<file path="src/rtl/uart_pkg.sv">
// Shared definitions for the UART transmit-side byte buffer.
package uart_pkg;

  localparam int UART_DATA_W = 8;

  typedef enum logic [1:0] {
    IDLE,
    LAUNCH,
    BUSY,
    GAP
  } tx_fifo_state_t;

endpackage

</file>
<file path="src/rtl/uart_tx_fifo_if.sv">
// Host write port and transmitter handshake of the UART transmit FIFO.
interface uart_tx_fifo_if #(
  parameter int DEPTH = 16
);
  import uart_pkg::*;

  localparam int ADDR_W = $clog2(DEPTH);

  logic [UART_DATA_W-1:0] wr_data;
  logic                   wr_en;
  logic                   full;
  logic                   empty;
  logic [ADDR_W:0]        count;
  logic                   overflow;
  logic                   tx_active;
  logic [UART_DATA_W-1:0] tx_data;
  logic                   transmit;

  modport master (
    output wr_data, wr_en, tx_active,
    input  full, empty, count, overflow, tx_data, transmit
  );

  modport slave (
    input  wr_data, wr_en, tx_active,
    output full, empty, count, overflow, tx_data, transmit
  );

endinterface

</file>
<file path="src/rtl/uart_tx_fifo_sync_fifo.sv">
// Synchronous FIFO with registered full/empty/count and a one-cycle overflow pulse.
module sync_fifo #(
  parameter  int WIDTH  = 8,
  parameter  int DEPTH  = 16,
  localparam int ADDR_W = $clog2(DEPTH)
) (
  input  logic              clk,
  input  logic              reset,
  input  logic              wr_en,
  input  logic [WIDTH-1:0]  wr_data,
  input  logic              rd_en,
  output logic [WIDTH-1:0]  rd_data,
  output logic              full,
  output logic              empty,
  output logic [ADDR_W:0]   count,
  output logic              overflow
);

  logic [WIDTH-1:0] mem [DEPTH];
  logic [ADDR_W:0]  wr_ptr;
  logic [ADDR_W:0]  rd_ptr;
  logic [ADDR_W:0]  wr_ptr_nxt;
  logic [ADDR_W:0]  rd_ptr_nxt;
  logic [ADDR_W:0]  count_nxt;
  logic             do_wr;
  logic             do_rd;

  // A write while full is dropped even if a pop happens in the same cycle.
  assign do_wr   = wr_en && !full;
  assign do_rd   = rd_en && !empty;
  assign rd_data = mem[rd_ptr[ADDR_W-1:0]];

  always_comb begin
    wr_ptr_nxt = wr_ptr;
    rd_ptr_nxt = rd_ptr;
    if (do_wr) wr_ptr_nxt = wr_ptr + (ADDR_W+1)'(1);
    if (do_rd) rd_ptr_nxt = rd_ptr + (ADDR_W+1)'(1);
    count_nxt = wr_ptr_nxt - rd_ptr_nxt;
  end

  always_ff @(posedge clk or posedge reset) begin
    if (reset) begin
      wr_ptr   <= '0;
      rd_ptr   <= '0;
      count    <= '0;
      full     <= 1'b0;
      empty    <= 1'b1;
      overflow <= 1'b0;
    end else begin
      wr_ptr   <= wr_ptr_nxt;
      rd_ptr   <= rd_ptr_nxt;
      count    <= count_nxt;
      full     <= (count_nxt == (ADDR_W+1)'(DEPTH));
      empty    <= (count_nxt == '0);
      overflow <= wr_en && full;
    end
  end

  always_ff @(posedge clk) begin
    if (do_wr) mem[wr_ptr[ADDR_W-1:0]] <= wr_data;
  end

endmodule

</file>
<file path="src/rtl/uart_tx_fifo.sv">
// Byte FIFO plus launch sequencer feeding one frame at a time to the UART transmitter.
module uart_tx_fifo
  import uart_pkg::*;
#(
  parameter int DEPTH = 16
) (
  input  logic           clk,
  input  logic           reset,
  uart_tx_fifo_if.slave  bus
);

  localparam int ADDR_W = $clog2(DEPTH);

  tx_fifo_state_t         state;
  logic                   pop;
  logic [UART_DATA_W-1:0] rd_data;
  logic                   fifo_full;
  logic                   fifo_empty;
  logic [ADDR_W:0]        fifo_count;
  logic                   fifo_overflow;

  sync_fifo #(
    .WIDTH (UART_DATA_W),
    .DEPTH (DEPTH)
  ) u_fifo (
    .clk      (clk),
    .reset    (reset),
    .wr_en    (bus.wr_en),
    .wr_data  (bus.wr_data),
    .rd_en    (pop),
    .rd_data  (rd_data),
    .full     (fifo_full),
    .empty    (fifo_empty),
    .count    (fifo_count),
    .overflow (fifo_overflow)
  );

  assign bus.full     = fifo_full;
  assign bus.empty    = fifo_empty;
  assign bus.count    = fifo_count;
  assign bus.overflow = fifo_overflow;

  // Registered empty means a byte written this cycle is seen by IDLE one cycle later.
  assign pop = (state == IDLE) && !fifo_empty && !bus.tx_active;

  always_ff @(posedge clk or posedge reset) begin
    if (reset) begin
      state        <= IDLE;
      bus.tx_data  <= '0;
      bus.transmit <= 1'b0;
    end else begin
      case (state)
        IDLE: begin
          if (pop) begin
            bus.tx_data  <= rd_data;
            bus.transmit <= 1'b1;
            state        <= LAUNCH;
          end
        end
        LAUNCH: begin
          if (bus.tx_active) begin
            bus.transmit <= 1'b0;
            state        <= BUSY;
          end
        end
        BUSY: begin
          if (!bus.tx_active) state <= GAP;
        end
        GAP: begin
          state <= IDLE;
        end
        default: begin
          bus.transmit <= 1'b0;
          state        <= IDLE;
        end
      endcase
    end
  end

endmodule

</file>
<file path="src/flat_wrapper.sv">
// flat-port wrapper written by rule: the top's interface ports become plain ports
module uart_tx_fifo_flat import uart_pkg::*;
#(
  parameter int DEPTH = 16
)
  (clk, reset, bus_wr_data, bus_wr_en, bus_tx_active, bus_full, bus_empty, bus_count, bus_overflow, bus_tx_data, bus_transmit);
  uart_tx_fifo_if #(.DEPTH(DEPTH)) bus_i ();
  input  logic clk;
  input  logic reset;
  input wire logic [$bits(bus_i.wr_data)-1:0] bus_wr_data;
  input wire logic [$bits(bus_i.wr_en)-1:0] bus_wr_en;
  input wire logic [$bits(bus_i.tx_active)-1:0] bus_tx_active;
  output wire logic [$bits(bus_i.full)-1:0] bus_full;
  output wire logic [$bits(bus_i.empty)-1:0] bus_empty;
  output wire logic [$bits(bus_i.count)-1:0] bus_count;
  output wire logic [$bits(bus_i.overflow)-1:0] bus_overflow;
  output wire logic [$bits(bus_i.tx_data)-1:0] bus_tx_data;
  output wire logic [$bits(bus_i.transmit)-1:0] bus_transmit;
  assign bus_i.wr_data = bus_wr_data;
  assign bus_i.wr_en = bus_wr_en;
  assign bus_i.tx_active = bus_tx_active;
  assign bus_full = bus_i.full;
  assign bus_empty = bus_i.empty;
  assign bus_count = bus_i.count;
  assign bus_overflow = bus_i.overflow;
  assign bus_tx_data = bus_i.tx_data;
  assign bus_transmit = bus_i.transmit;
  uart_tx_fifo #(.DEPTH(DEPTH)) u_core (.clk(clk), .reset(reset), .bus(bus_i));
endmodule
</file>
<file path="config.mk">
export PLATFORM = sky130hd
export DESIGN_NAME = uart_tx_fifo_flat
export DESIGN_NICKNAME = d
export VERILOG_FILES = /design/src/rtl/uart_pkg.sv /design/src/rtl/uart_tx_fifo_if.sv /design/src/rtl/uart_tx_fifo_sync_fifo.sv /design/src/rtl/uart_tx_fifo.sv /design/src/flat_wrapper.sv
export SDC_FILE = /design/constraint.sdc
export NUM_CORES = 1
export LEC_CHECK = 0
export ABC_AREA = 1
export CAP_MARGIN = 30
export CORE_MARGIN = 2
export CORE_UTILIZATION = 30
export DETAILED_ROUTE_END_ITERATION = 7
export SETUP_SLACK_MARGIN = 0.3
export SLEW_MARGIN = 0
export SYNTH_ARGS = -nofsm -noshare
export SYNTH_HDL_FRONTEND = slang
export SYNTH_SLANG_ARGS = --single-unit
</file>
<file path="constraint.sdc">
create_clock -name clk -period 3.4 [get_ports clk]
set_clock_uncertainty 0.1 [all_clocks]
set_input_delay 0.51 -clock clk [delete_from_list [all_inputs] [get_ports clk]]
set_output_delay 0.51 -clock clk [all_outputs]
set_load 0.1 [all_outputs]
</file>
-- After elaboration in Yosys (flattened, before gate mapping)
Memory sizes are Yosys's and may differ from the RTL's. A register that Yosys moved wholly into a read port is not among the register bits.
Index checks and enable logic that the tools add are counted.
W data, S select, Z words.
- output and inout bits: 17
- ROM bits: 0
- bits in registers: 21
- logic and storage cells: 44
- input bits: 12
- bits in writable memories: 128
- memories kept: 1
- bits in latches: 0
- reductions and logical operators: 14
- eq/ne operators: 7
- multiply operators: 0
- div/mod/pow operators: 0
- order comparisons: 0
- shift-type cells: 0
- mux-type cells: 11
- bitwise operators: 0
- $add $sub $neg: 3
- memories (name ; depth ; width ; rd ports ; clocked after Yosys merged registers in ; write ports ; line ; RTL):
    u_core.u_fifo.mem ; 16 ; 8 ; 1 ; 1 ; 1 ; uart_tx_fifo_sync_fifo.sv:19 ; logic [WIDTH-1:0] mem [DEPTH];
- operators with widths (cell ; number):
    $add A5 B1 Y5 const B ; 2
    $mux W5 ; 2
    $pmux W2 S4 ; 1
    $mux W2 ; 3
    $ne A2 B2 Y1 const B ; 3
    $reduce_and A3 Y1 ; 2
    $eq A5 B5 Y1 const B ; 1
    $logic_and A1 B1 Y1 ; 5
    $logic_not A5 Y1 ; 1
    $sub A5 B5 Y5 ; 1
    $eq A2 B2 Y1 const B ; 2
    $mux W1 ; 4
    $logic_not A1 Y1 ; 3
    $eq A2 B1 Y1 const B ; 1
    $logic_not A2 Y1 ; 1
    $pmux W1 S2 ; 1
    $reduce_and A2 Y1 ; 1
    $reduce_bool A2 Y1 ; 1

-- Depth between registers and ports, before layout
Gate-level depths: netlist of run 1.
- depth in word-level cells: 7
- depth in mapped cells: 15
- depth with buffers taken out: 15

-- By module
From an unflattened synthesis of run 1, not the netlist that was laid out.
- cells, all modules: 560
- area, all modules: 6565.0 um2
- modules (own cells, without submodules) (module ; cells an instance ; sequential area each (um2) ; instances ; area each (um2)):
    sync_fifo ; 495 ; 4295.4 ; 1 ; 6027.0
    uart_tx_fifo ; 65 ; 275.3 ; 1 ; 538.0

-- Worst setup path before layout of run 1
Ideal clock, no wire load.
- path kind: reg2reg
- start point: register u_core.u_fifo.full
- end point: register u_core.u_fifo.full
- data required time: 3.183 ns
- clock period less this slack: 2.740 ns
- arrival time: 2.522 ns
- slack: 0.660 ns
- cell stages (with the launch flop): 16
- path through: dfrtp_1 -> inv_1 -> nand2_1 -> inv_1 -> nand2_1 -> nand2_1 -> ha_1 -> fa_1 -> inv_1 -> a21oi_1 -> nor2_1 -> nor2_1 -> inv_1 -> nand3_1 -> nand2_1 -> nor2_1
- longest elaborated chain between the ends: 5
- RTL lines (item ; line ; RTL):
    start: declaration ; uart_tx_fifo_sync_fifo.sv:13 ; output logic full,
    start signal: assignment ; uart_tx_fifo_sync_fifo.sv:53 ; full <= (count_nxt == (ADDR_W+1)'(DEPTH));
    $logic_not A1 Y1 ; uart_tx_fifo_sync_fifo.sv:29 ; assign do_wr = wr_en && !full;
    $logic_and A1 B1 Y1 ; uart_tx_fifo_sync_fifo.sv:29 ;
    $mux W5 ; uart_tx_fifo_sync_fifo.sv:36 ; if (do_wr) wr_ptr_nxt = wr_ptr + (ADDR_W+1)'(1);
    $sub A5 B5 Y5 ; uart_tx_fifo_sync_fifo.sv:38 ; count_nxt = wr_ptr_nxt - rd_ptr_nxt;
    $eq A5 B5 Y1 ; uart_tx_fifo_sync_fifo.sv:53 ;
No other way between the ends.
A chain may end at the register's enable or synchronous reset.

-- Final worst setup path of run 1
- start point: register u_core.state[0]
- end point: register u_core.u_fifo.full
- longest elaborated chain between the ends: 7
- RTL lines (item ; line ; RTL):
    start: declaration ; uart_tx_fifo.sv:14 ; tx_fifo_state_t state;
    start signal: assignment ; uart_tx_fifo.sv:48 ; state <= IDLE;
    start signal: assignment ; uart_tx_fifo.sv:57 ; state <= LAUNCH;
    start signal: assignment ; uart_tx_fifo.sv:63 ; state <= BUSY;
    $logic_not A2 Y1 ; uart_tx_fifo.sv:44 ; assign pop = (state == IDLE) && !fifo_empty && !bus.tx_active;
    $logic_and A1 B1 Y1 (2 in series) ; uart_tx_fifo.sv:44 ;
    $logic_and A1 B1 Y1 ; uart_tx_fifo_sync_fifo.sv:30 ; assign do_rd = rd_en && !empty;
    $mux W5 ; uart_tx_fifo_sync_fifo.sv:37 ; if (do_rd) rd_ptr_nxt = rd_ptr + (ADDR_W+1)'(1);
    net u_core.u_fifo.rd_ptr_nxt[2] ; uart_tx_fifo_sync_fifo.sv:23 ; logic [ADDR_W:0] rd_ptr_nxt;
    $sub A5 B5 Y5 ; uart_tx_fifo_sync_fifo.sv:38 ;
    $eq A5 B5 Y1 ; uart_tx_fifo_sync_fifo.sv:53 ;
The timed path passes the listed nets, and every way through them passes these cells.

==> metrics.md, run 1 <==
| Metric | Value |
|---|---|
| Outcome | finished, final reports clean |
| Leading area contributor after synthesis | edfxtp_1 |
| Share of cells above drive strength 1 | 10.4% |
| Clock latency at the later pin of the worst-skew pair | 0.42 ns |
| Post-Route WL | 15.2 mm |
| Final setup fails | 0 |
| Slew Viols, Final | 0 |
| Max-Cap Viols | 0 |
| Layout area overhead | 19.4% |
| Pre-Repair DR Iteration Count | 4 |
| Routed Antenna Nets | 0 |
| CTS H-tree lvls | 4 |
| Synthesized area | 6550 sq um |
| Largest net degree at the start of global routing | 65 |
| Hold Fails Final Rpt | 0 |
| Initial core utilization | 30.3% |
| PD cells | 953 nW/um^2 |
| Initial antenna violation count | 0 |
| Synth unique cells | 27 |
| Peak supply drop | 0.000948 V |
| Worst setup SP type | flip-flop |
| Post-DP HPWL | 9.35 mm |
| Post-route minimum period | 2.58 ns |
| Die height | 152 um |
| FFs w/ async S/R, synth | 18.5% |
| Post-CTS Setup Repair Bufs | 0 |
| CP endpoint kind | flip-flop |
| Core ar. | 21600 sq um |
| Compound-gate portion of the synthesized area | 6.55% |
| Unrepaired setup endpoints after global routing | no |
| Final Cycle Share | 76.0% |
| Simple-Gate Fraction of Synth Area | 16.2% |
| Cts bufs inserted | 17 |
| Tot Pwr | 7.45 mW |
| FMAX | 387 MHz |
| Vias per cell | 4.68 |
| Routed len/inst | 16.7 um |
| Max-slew headroom | 34.0% |
| Post-Synth XOR/XNOR Area | 0.936% |
| I/O pin count | 29 |
| WP data required | 3.65 ns |
| Resized cells post-CTS | 0 |
| Most common cell in the netlist | edfxtp_1 |
| Horiz. Die Dim | 152 um |
| Most instantiated cells after synthesis | edfxtp_1 (128), nor2_1 (118), nand2_1 (71) |
| Largest family of logic cells by synthesized area | simple AND/OR/NAND/NOR gates |
| Arrival @ worst endpoint | 2.83 ns |
| Avg Cell Area, Syn | 11.4 sq um |
| Most used cell, CP | nand2_1 |
| CTS tree | built |
| Net Count, Synth | 600 |
| Register bit total from synthesis | 157 |
| Crit Path Class | flip-flop to flip-flop |
| Slowest stage delay, CP | 0.38 ns |
| Vias in the first global route | 4299 |
| Root buffer cell | clkbuf_16 |
| Routed via count | 4273 |
| Post-synth EDFFs | 128 |
| Critical Path Slowest Stage Cell | dfrtp_1 |
| Gr ovfl total | 0 |
| Post-route setup TNS | 0 ns |
| Port-buffer cells | 28 |
| Dominant synthesized flop cell | edfxtp_1 |
| Min-Delay Path Class | primary input to async pin |
| Yosys top cell area share | 58.7% |
| Ys Warns | 0 |
| Post-synthesis sequential area ratio | 69.8% |
| Leakage power | 2.92 nW |
| Die area | 23000 sq um |
| CTS Buffer Depth | 2 |
| Gp weighted congestion | 0.802 |
| Critical path cell sequence | inv_1, ha_1, nand2_1, nor2_1, xor2_1, inv_1, ha_1, nand2_1, o21ai_0, xor2_1, nand2_1, nor2_1 |
| Count of hold buffers inserted by post-cts repair | 0 |
| Synth Area in Adders | 2.79% |
| Worst-Margin Slew | 0.987 ns |
| Mux cell area share after synthesis | 0% |
| Clock Sinks | 157 |
| First-pass GRT wire length | 23.8 mm |
| Cell family with most CP delay | simple AND/OR/NAND/NOR gates |
| Cell Rows | 54 |
| Clk slew on worst S/H paths | 0.06 ns |
| Drc violations | 0 |
| GRT Resource Usage Total | 14.1% |
| Worst-path maximum fanout | 7 |
| Cell count after synthesis | 574 |
| Inserted Diodes | 0 |
| Post-layout util | 36.2% |
| Initial DRC count | 341 |
| Buffers & Inverters on Critical Path | 2 |
| Top cells by area, synth | edfxtp_1 (59%), dfrtp_1 (11%), nor2_1 (6.8%) |
| Fin nets | 647 |
final timing paths:
check                      cells after the start                endpoint               start  slack [ns]
max in group asynchronous                      4  u_core.u_fifo.count[1]               reset        2.33
min in group clk                               2  u_core.u_fifo.overflow  u_core.u_fifo.full        0.41
max                                           12      u_core.u_fifo.full     u_core.state[0]        0.82
max reg2reg                                   12      u_core.u_fifo.full     u_core.state[0]        0.82
min reg2reg                                    2  u_core.u_fifo.overflow  u_core.u_fifo.full        0.41
min                                            2  u_core.u_fifo.count[4]               reset        0.30
sequential cells by signal, summed over array words and instances (netlist names):
register	cells
u_core.u_fifo.mem	128
u_core.bus.tx_data	8
u_core.u_fifo.count	5
u_core.u_fifo.rd_ptr	5
u_core.u_fifo.wr_ptr	5
u_core.state	2
u_core.bus.transmit	1
u_core.u_fifo.empty	1
u_core.u_fifo.full	1
u_core.u_fifo.overflow	1
power by group:
group | leakage (nW) | switching [mW] | internal (mW)
Clock | 0.284 | 0.750 | 1.16
Combinational | 1.14 | 2.15 | 0.829
Sequential | 1.49 | 0.181 | 2.39
Total | 2.92 | 3.08 | 4.37
placed cells by master, fill, tap and decap left out, types with 22 or more instances in the layout:
master	n
buf_4	27
dfrtp_1	27
o21ai_0	32
nor2_1	118
clkdlybuf4s50_1	22
nand3_1	58
o21ai_1	32
nand2_1	71
edfxtp_1	128
inv_1	31
through the flow:
step,instance area (sq um),setup slack [ns],cells,hold WS (ns)
after floorplan,6550,0.660,574,0.425
after global placement,7210,0.531,881,0.392
after detailed placement,7240,0.461,882,0.389
after CTS,7820,0.802,914,0.299
after global routing,7820,0.492,914,0.340
final,7820,0.816,914,0.303
routing by layer:
layer | up-vias | global-route usage (%) | wire length (um)
met5 | - | 0 | 0
met1 | 2084 | 18.8 | 7080
met3 | 11 | 3.65 | 880
met2 | 109 | 22.7 | 7070
li1 | 2069 | - | -
met4 | 0 | 4.21 | 196
cell type report:
class / count / area [sq um]
Sequential cell: 157 / 4570
Timing Repair Buffer: 50 / 450
Tap cell: 280 / 350
Clock inverter: 10 / 139
Clock buffer: 22 / 444
Fill cell: 2120 / 13800
Multi-Input combinational cell: 361 / 1740
Inverter: 34 / 128
cells by family (layout without fill, tap and decap cells):
family / Yosys count / in the layout
adders and majority gates: 14 / 14
buffers and inverters: 56 / 116
and+or+nand+nor: 256 / 256
xor gates and xnor gates: 7 / 7
DFF: 157 / 157
AOI/OAI and AO/OA: 84 / 84
worst reg2reg max path: stages, from the launching register on:
cell and delay [ns]:
dfrtp_1 0.38, inv_1 0.12, ha_1 0.22, nand2_1 0.18, nor2_1 0.16, xor2_1 0.20, inv_1 0.06, ha_1 0.34
nand2_1 0.06, o21ai_0 0.22, xor2_1 0.24, nand2_1 0.12, nor2_1 0.11
Note: power is estimated with default switching activity, not from simulation.
==> run 2: changes to the inputs <==
==> constraint.sdc (replaced) <==
create_clock -name clk -period 2.5 [get_ports clk]
set_clock_uncertainty 0.1 [all_clocks]
set_input_delay 0.375 -clock clk [delete_from_list [all_inputs] [get_ports clk]]
set_output_delay 0.375 -clock clk [all_outputs]
set_load 0.1 [all_outputs]
==> run 2 against run 1 <==
Compared with the run above:
- combinational power grew 66%
- design area grew 3.9%
- global-route usage is essentially flat
- flip-flop and latch count is the same
- first-iteration DRC count shrank 0.29%
- largest cell class unchanged
==> metrics.md, run 2 (same netlist as run 1, synthesis figures left out) <==
| Metric | Value |
|---|---|
| Sw Share | 40.7% (-0.60 points) |
| WP data required | 2.72 ns (-0.93 ns) |
| Inserted Diodes | 0 (unchanged) |
| Arrival @ worst endpoint | 2.57 ns (-0.26 ns) |
| Root buffer cell | clkbuf_16 |
| Worst setup SP type | flip-flop |
| Worst-Margin Slew | 0.724 ns (-0.263 ns) |
| Share of cells above drive strength 1 | 19.7% (+9.3 points) |
| Clk slew on worst S/H paths | 0.06 ns (about the same) |
| Die area | 23000 sq um (unchanged) |
| Routed Antenna Nets | 0 (unchanged) |
| Port-buffer cells | 28 (unchanged) |
| Peak supply drop | 0.00141 V (+49%) |
| CP endpoint kind | flip-flop |
| Cell Rows | 54 (unchanged) |
| Top layer in use | met4 |
| Post-Route WL | 15.1 mm (-0.58%) |
| Most common cell after layout, fill and taps aside | edfxtp_1 |
| Most frequent cells in the layout | edfxtp_1 (128), nor2_1 (116), nand2_1 (69), buf_4 (63), nand3_1 (56) |
| Horiz. Die Dim | 152 um (unchanged) |
| Cts bufs inserted | 17 (unchanged) |
| CTS tree | built |
| Max-slew headroom | 51.6% (+18 points) |
| Routed len/inst | 16.0 um (-3.9%) |
| Slew Viols, Final | 0 (unchanged) |
| Critical Path Slowest Stage Cell | dfstp_4 |
| Final Cycle Share | 93.8% (+18 points) |
| Drc violations | 0 (unchanged) |
| Sw power | 4.44 mW (+44%) |
| Hold Fails Final Rpt | 0 (unchanged) |
| GRT Resource Usage Total | 14.1% (+0.038 points) |
| Die height | 152 um (unchanged) |
| Critical path cell sequence | nor2_4, nand2_4, xor2_2, inv_2, buf_4, buf_6, buf_6, buf_6, buf_6, buf_6, buf_4, buf_4, buf_4, buf_4 |
| Pre-Repair DR Iteration Count | 5 (+1) |
| First-pass GRT wire length | 23.6 mm (-0.90%) |
| Metal-1 WL | 6.89 mm (-2.7%) |
| Clock Sinks | 157 (unchanged) |
| Fin nets | 679 (+4.9%) |
| Core ar. | 21600 sq um (unchanged) |
| Gr ovfl total | 0 (unchanged) |
| Max-Cap Viols | 0 (unchanged) |
| Post-route minimum period | 2.35 ns (-0.238 ns) |
| Met3 routed WL | 1.05 mm (+19%) |
| Post-layout util | 37.6% (+1.4 points) |
| CTS Buffer Depth | 2 (unchanged) |
| Slowest stage delay, CP | 0.64 ns (+0.26 ns) |
| Vias per cell | 4.58 (-2.0%) |
| Largest net degree at the start of global routing | 41 (-37%) |
| Fillers | 2106 (-0.66%) |
| Number of flip-flops in the largest register | 128 (unchanged) |
| Internal power | 6.46 mW (+48%) |
| WHS | 0.247 ns (-0.0569 ns) |
| Initial DRC count | 340 (-0.29%) |
| Leakage power | 3.08 nW (+5.5%) |
| Gp weighted congestion | 0.776 (-3.3%) |
| Seq pwr share | 31.6% (-2.9 points) |
| FMAX | 426 MHz (+10%) |
| CTS H-tree lvls | 4 (unchanged) |
| Crit Path Class | flip-flop to flip-flop |
| Clock share of power | 22.9% (-2.7 points) |
| Buffers & Inverters on Critical Path | 11 (+9) |
| Initial antenna violation count | 0 (unchanged) |
| I/O pin count | 29 (unchanged) |
| PD cells | 1340 nW/um^2 (+41%) |
| Worst-path maximum fanout | 5 (-2) |
| Layout area overhead | 24.1% |
| DR WL met2 | 7.04 mm (-0.55%) |
| Count of hold buffers inserted by post-cts repair | 0 (unchanged) |
| Routed via count | 4336 (+1.5%) |
| Cell family with most CP delay | buffers and inverters |
| Vias in the first global route | 4208 (-2.1%) |
| Unrepaired setup endpoints after global routing | yes |
| Min-Delay Path Class | primary input to async pin |
| Combinational power share | 45.5% (+5.6 points) |
| Initial core utilization | 30.3% (unchanged) |
| Post-DP HPWL | 9.21 mm (-1.5%) |
| Outcome | finished, final reports clean |
| Clock latency at the later pin of the worst-skew pair | 0.42 ns (about the same) |
| Final setup fails | 0 (unchanged) |
run 2: per-stage QoR:
| stage | TNS, ns | setup WS (ns) | cells | total power, mW | area (sq um) |
|---|---|---|---|---|---|
| 6_report | 0 | 0.154 | 946 | 10.9 | 8130 |
| 5_1_grt | 0 | 0.0251 | 946 | 11.6 | 8130 |
| 4_1_cts | 0 | 0.210 | 943 | 10.7 | 8040 |
| 3_5_place_dp | -0.438 | -0.146 | 898 | 7.93 | 7360 |
| 3_3_place_gp | -0.229 | -0.0857 | 898 | 7.89 | 7360 |
| 2_1_floorplan | 0 | 0.163 | 574 | 6.58 | 6600 |
run 2: tightest hold or removal path, delay by kind of cell:
kind / cells / cell delay, ns
buffers and inverters: 3 / 0.82
run 2: routing by layer:
layer,GRT usage (%),vias up
met5,0,-
met2,21.2,110
met3,4.37,14
li1,-,2135
met4,4.12,0
met1,19.8,2077
run 2: power groups by stage:
stage / clock network [mW] / registers, mW / logic (mW)
floorplan: 0 / 4.28 / 2.30
global placement: 0 / 3.49 / 4.41
detailed placement: 0 / 3.48 / 4.45
CTS: 2.54 / 3.44 / 4.75
global route: 2.66 / 3.48 / 5.50
finish: 2.50 / 3.44 / 4.96
run 2: path summary, 6_finish.rpt:
check,startpoint,endpoint,slack (ns),cells past startpoint
setup / recovery,u_core.u_fifo.empty,u_core.u_fifo.rd_ptr[0],0.15,14
hold / removal,reset,u_core.u_fifo.count[2],0.25,3
setup reg to reg,u_core.u_fifo.empty,u_core.u_fifo.rd_ptr[0],0.15,14
hold reg to reg,u_core.bus.transmit,u_core.bus.transmit,0.40,1
max in group asynchronous,reset,u_core.u_fifo.full,1.72,3
min in group clk,u_core.bus.transmit,u_core.bus.transmit,0.40,1
run 2: cell type report:
class	count	area, sq um	share of cell area, %
multi-input combinational	361	1820	22.4
tap	280	350	4.31
clock buffer	18	429	5.28
clock inverter	14	141	1.74
inverter	34	128	1.57
timing repair buffer	82	677	8.33
sequential	157	4580	56.4
run 2: repair_timing:
action | CTS | global route
gates resized for setup | 9 | 16
pin swaps | 7 | 11
setup buffers | 13 | 3
gates cloned | 0 | 0
endpoints found under the setup margin | 5 | 15
